===== src/rtl/alu_dispatch.sv =====
// Streaming valid/ready front-end for SimpleAlu: registers operands, tracks the
// fixed ALU latency and returns results in issue order through a credit-guarded FIFO.
module alu_dispatch #(
  parameter int unsigned DATA_WIDTH  = 32,
  parameter int unsigned FIFO_DEPTH  = 4,
  parameter int unsigned ALU_LATENCY = 1
) (
  input  logic                  clk,
  input  logic                  resetn,
  input  logic                  s_valid,
  output logic                  s_ready,
  input  logic [DATA_WIDTH-1:0] s_a,
  input  logic [DATA_WIDTH-1:0] s_b,
  input  logic [2:0]            s_op,
  output logic [DATA_WIDTH-1:0] alu_a,
  output logic [DATA_WIDTH-1:0] alu_b,
  output logic [2:0]            alu_op,
  input  logic [DATA_WIDTH-1:0] alu_x,
  input  logic                  alu_z,
  output logic                  m_valid,
  input  logic                  m_ready,
  output logic [DATA_WIDTH-1:0] m_x,
  output logic                  m_z,
  output logic                  m_err
);
  localparam int unsigned PW = $clog2(FIFO_DEPTH);
  localparam int unsigned CW = PW + 1;
  localparam int unsigned NS = ALU_LATENCY + 1;

  logic                  alive;
  logic [NS-1:0]         trk_v;
  logic [NS-1:0]         trk_e;
  logic [PW-1:0]         wr_ptr;
  logic [PW-1:0]         rd_ptr;
  logic [CW-1:0]         fifo_count;
  logic [CW-1:0]         inflight;
  logic [DATA_WIDTH-1:0] mem_x [FIFO_DEPTH];
  logic [FIFO_DEPTH-1:0] mem_z;
  logic [FIFO_DEPTH-1:0] mem_e;
  logic                  accept;
  logic                  illegal;
  logic                  push;
  logic                  pop;

  always_comb begin
    inflight = '0;
    for (int unsigned i = 0; i < NS; i++) begin
      inflight = inflight + CW'(trk_v[i]);
    end
  end

  // Every tracked op already owns a FIFO slot, so a capture can never overflow.
  assign s_ready = alive && (({1'b0, inflight} + {1'b0, fifo_count}) < (CW + 1)'(FIFO_DEPTH));
  assign accept  = s_valid && s_ready;
  assign illegal = (s_op == 3'd7);
  assign push    = trk_v[NS-1];
  assign m_valid = (fifo_count != '0);
  assign pop     = m_valid && m_ready;
  assign m_x     = mem_x[rd_ptr];
  assign m_z     = mem_z[rd_ptr];
  assign m_err   = mem_e[rd_ptr];

  always_ff @(posedge clk or negedge resetn) begin
    if (!resetn) begin
      alive      <= 1'b0;
      alu_a      <= '0;
      alu_b      <= '0;
      alu_op     <= '0;
      trk_v      <= '0;
      trk_e      <= '0;
      wr_ptr     <= '0;
      rd_ptr     <= '0;
      fifo_count <= '0;
      mem_z      <= '0;
      mem_e      <= '0;
      for (int unsigned i = 0; i < FIFO_DEPTH; i++) begin
        mem_x[i] <= '0;
      end
    end else begin
      alive <= 1'b1;
      if (accept) begin
        alu_a  <= s_a;
        alu_b  <= s_b;
        alu_op <= illegal ? 3'd0 : s_op;
      end
      trk_v <= (trk_v << 1) | NS'(accept);
      trk_e <= (trk_e << 1) | NS'(accept && illegal);
      if (push) begin
        mem_x[wr_ptr] <= trk_e[NS-1] ? '0 : alu_x;
        mem_z[wr_ptr] <= trk_e[NS-1] ? 1'b0 : alu_z;
        mem_e[wr_ptr] <= trk_e[NS-1];
        wr_ptr        <= wr_ptr + PW'(1);
      end
      if (pop) begin
        rd_ptr <= rd_ptr + PW'(1);
      end
      fifo_count <= fifo_count + CW'(push) - CW'(pop);
    end
  end
endmodule

===== config.mk =====
export PLATFORM = sky130hd
export DESIGN_NAME = alu_dispatch
export DESIGN_NICKNAME = d
export VERILOG_FILES = /design/src/rtl/alu_dispatch.sv
export SDC_FILE = /design/constraint.sdc
export NUM_CORES = 1
export LEC_CHECK = 0
export BUFFER_PORTS_ARGS = -buffer_cell sky130_fd_sc_hd__buf_2
export CAP_MARGIN = 20
export CORE_MARGIN = 2
export CORE_UTILIZATION = 45
export DETAILED_ROUTE_END_ITERATION = 7
export PLACE_DENSITY = 0.69
export SYNTH_ARGS = -nofsm -noshare
export SYNTH_HDL_FRONTEND = slang
export SYNTH_SLANG_ARGS = --single-unit

===== constraint.sdc =====
create_clock -name clk -period 3.7 [get_ports clk]
set_input_delay 0.185 -clock clk [delete_from_list [all_inputs] [get_ports clk]]
set_output_delay 0.185 -clock clk [all_outputs]
set_load 0.02 [all_outputs]

==> reports/summary.txt <==
Gates resized, CTS repair - 0
TNS Setup - 0 ns
fmax - 391 MHz
Mapped Avg Cell Area - 12.6 um^2
Syn Std Cell Area - 8950 um^2
cell area after placement - 10200 um^2
RSZ-0062 raised after global routing - no
die height - 145 um
Worst-path clk slew - 0.06 ns
clk sinks - 215
Via density - 4.97
CTS Buf Count - 24
Final Non-Filler Cells - 1261
aggregate global-route resource usage - 0.206
CORE AREA - 19500 um^2
worst-path maximum fanout - 30
Slew headroom - 0.370
commonest non-fill, non-tap cell in the layout - dfrtp_1
worst path bufs/invs - 2
input/output buffers - 206
synth-to-layout area growth - 31.2%
total power - 10.8 mW
leak pwr - 5.65 nW
Filler cells - 1514
family with the most delay on the worst path - buffers and inverters
Reg area - 5380 um^2
Worst EP arrival - 2.37 ns
CP max stage cell - mux4_2
placed instance count - 1139
n_diodes - 0
Power per Cell Area - 919 nW/um^2
initial antenna violation count - 1
Yosys warnings - 0
global-route wire length before repair - 35.4 mm
Final ANT Viol Nets - 0
Setup CP Type - flop to output port
Starting DRT DRC Count - 209
Setup Viol. Count Final - 0
largest net degree at the start of global routing - 110
number of global-route vias before repair - 6839
DP Wirelength - 12.8 mm
Seq/Total Area, Yosys - 0.601
CTS H-tree depth - 1
CTS tree - yes
Final Cell Area - 11700 um^2
Hold WS - 0.0187 ns
Peak VDD IR - 0.503 mV
post-synth top area share - 0.601
Seq cells post-synth - 215
setup ws final - 1.14 ns
# DRC - 0
Max-Cap Viols - 0
CTS root buf - clkbuf_16
grt ovf - 0
Req. time, crit path - 3.51 ns
gpl congestion - 0.711
Place WS - 1.26 ns
clock buffer depth - 3
total wire length - 21.3 mm
DIE WIDTH - 145 um
Final Hold Vio Count - 0
Synth Net Count - 821
Worst Hold Class - input pin to flop
Final Util - 0.604
worst skew pair latency - 0.51 ns
CP peak stage delay - 0.61 ns
max-slew violations - 0
row cnt - 51
Post-Synthesis Cells - 708
DR pass1 iterations - 6
Final period util - 0.691
worst-margin pin slew - 0.945 ns
worst path cell trace - buf_4 -> mux4_2 -> buf_2
total die area - 21000 um^2
cell taking the most area after synthesis - dfrtp_1
CP startpoint kind - flop
count of unique library cells instantiated by Yosys - 29
via count - 6267
most frequent cells in the layout - dfrtp_1, buf_2, nand2_1, o21ai_0, dlygate4sd3_1
outcome - complete, no violations
layout cells sized above 1 - 0.364
most area-consuming cells after synthesis - dfrtp_1, mux4_2, o21ai_0
fin crit period - 2.56 ns
Initial Util - 0.460
I/O Pins - 207
DR WL/cell - 16.9 um
Setup crit end kind - output port
area of the multi-input gates - 3300 um^2
fin nets - 1093
Setup Skew - 0.0121 ns
## metal layers
| metal | vias up | routed length [um] | global-route usage |
|---|---|---|---|
| met2 | 215 | 10500 | 0.348 |
| met3 | 35 | 1360 | 0.0440 |
| li1 | 2975 | - | - |
| met4 | 0 | 395 | 0.0520 |
| met1 | 3042 | 9000 | 0.274 |
| met5 | - | 0 | 0 |
## cells in the mapped netlist
cell,number
a21boi_0,2
a21o_1,1
a32oi_1,1
and2_1,2
and3_1,1
and4_1,2
buf_1,3
buf_12,3
buf_2,4
buf_4,5
buf_6,1
clkbuf_1,33
conb_1,1
dfrtp_1,215
fa_1,1
ha_1,8
inv_1,6
mux2_2,52
mux2_4,19
mux4_2,34
nand2_1,140
nand2b_1,33
nand3_1,1
nor2b_1,2
o21ai_0,132
o21ai_1,1
or3_1,1
xnor2_1,1
xor2_1,3
## worst register-to-register path: stages, from the launching register on
cell and delay, ns:
dfrtp_1 0.38, ha_1 0.31, a21o_1 0.17, a32oi_1 0.17, and4_4 0.58, buf_12 0.32
mux2_2 0.39
## registers in the layout, indices dropped and copies added, names as in the netlist
name and count:
alu_op 3, alive 1, trk_v 2, alu_b 32, rd_ptr 2, fifo_count 3
mem_z 4, trk_e 2, mem_x 128, wr_ptr 2, alu_a 32, mem_e 4
## cell type report
| type | instances | area share |
|---|---|---|
| inverter | 6 | 0.00192 |
| sequential | 215 | 0.458 |
| tap | 265 | 0.0282 |
| timing repair buffer | 295 | 0.165 |
| multi-input combinational | 438 | 0.281 |
| clock buffer | 34 | 0.0577 |
| clock inverter | 8 | 0.00863 |
## path summary, 6_finish.rpt
path / from / endpoint / slack [ns] / depth (start not counted)
worst max register to register: trk_v[0]$_DFF_PN0_ / alu_a[7]$_DFFE_PN0P_ / 1.27 / 6
max in group asynchronous: resetn / mem_x[50]$_DFFE_PN0P_ / 2.38 / 3
worst min register to register: trk_e[0]$_DFF_PN0_ / trk_e[1]$_DFF_PN0_ / 0.35 / 0
min in group asynchronous: resetn / mem_x[102]$_DFFE_PN0P_ / 0.28 / 2
worst min-delay path: alu_x[16] / mem_x[48]$_DFFE_PN0P_ / 0.02 / 3
worst max-delay path: rd_ptr[0]$_DFFE_PN0P_ / m_x[18] / 1.14 / 3
## logic make-up after synthesis
| family | Yosys count | share of synthesized area |
|---|---|---|
| muxes | 105 | 0.183 |
| and+or+nand+nor | 182 | 0.0885 |
| other | 1 | 0.000419 |
| AOI/OAI and AO/OA | 137 | 0.0779 |
| DFF | 215 | 0.601 |
| buffers and inverters | 55 | 0.0320 |
| xor gates and xnor gates | 4 | 0.00391 |
| adders and majority gates | 9 | 0.0134 |
## where the power goes
part           leakage [nW]  switching [mW]  internal (mW)
registers              2.55           0.720           3.52
clock network         0.386           0.927           1.41
logic                  2.71            2.29           1.93
## what timing repair did
action                                 4_1_cts  5_1_grt
hold buffers                                80        0
buffers inserted                             0        0
endpoints found under the hold margin      188        0
Note: power is estimated with default switching activity, not from simulation.
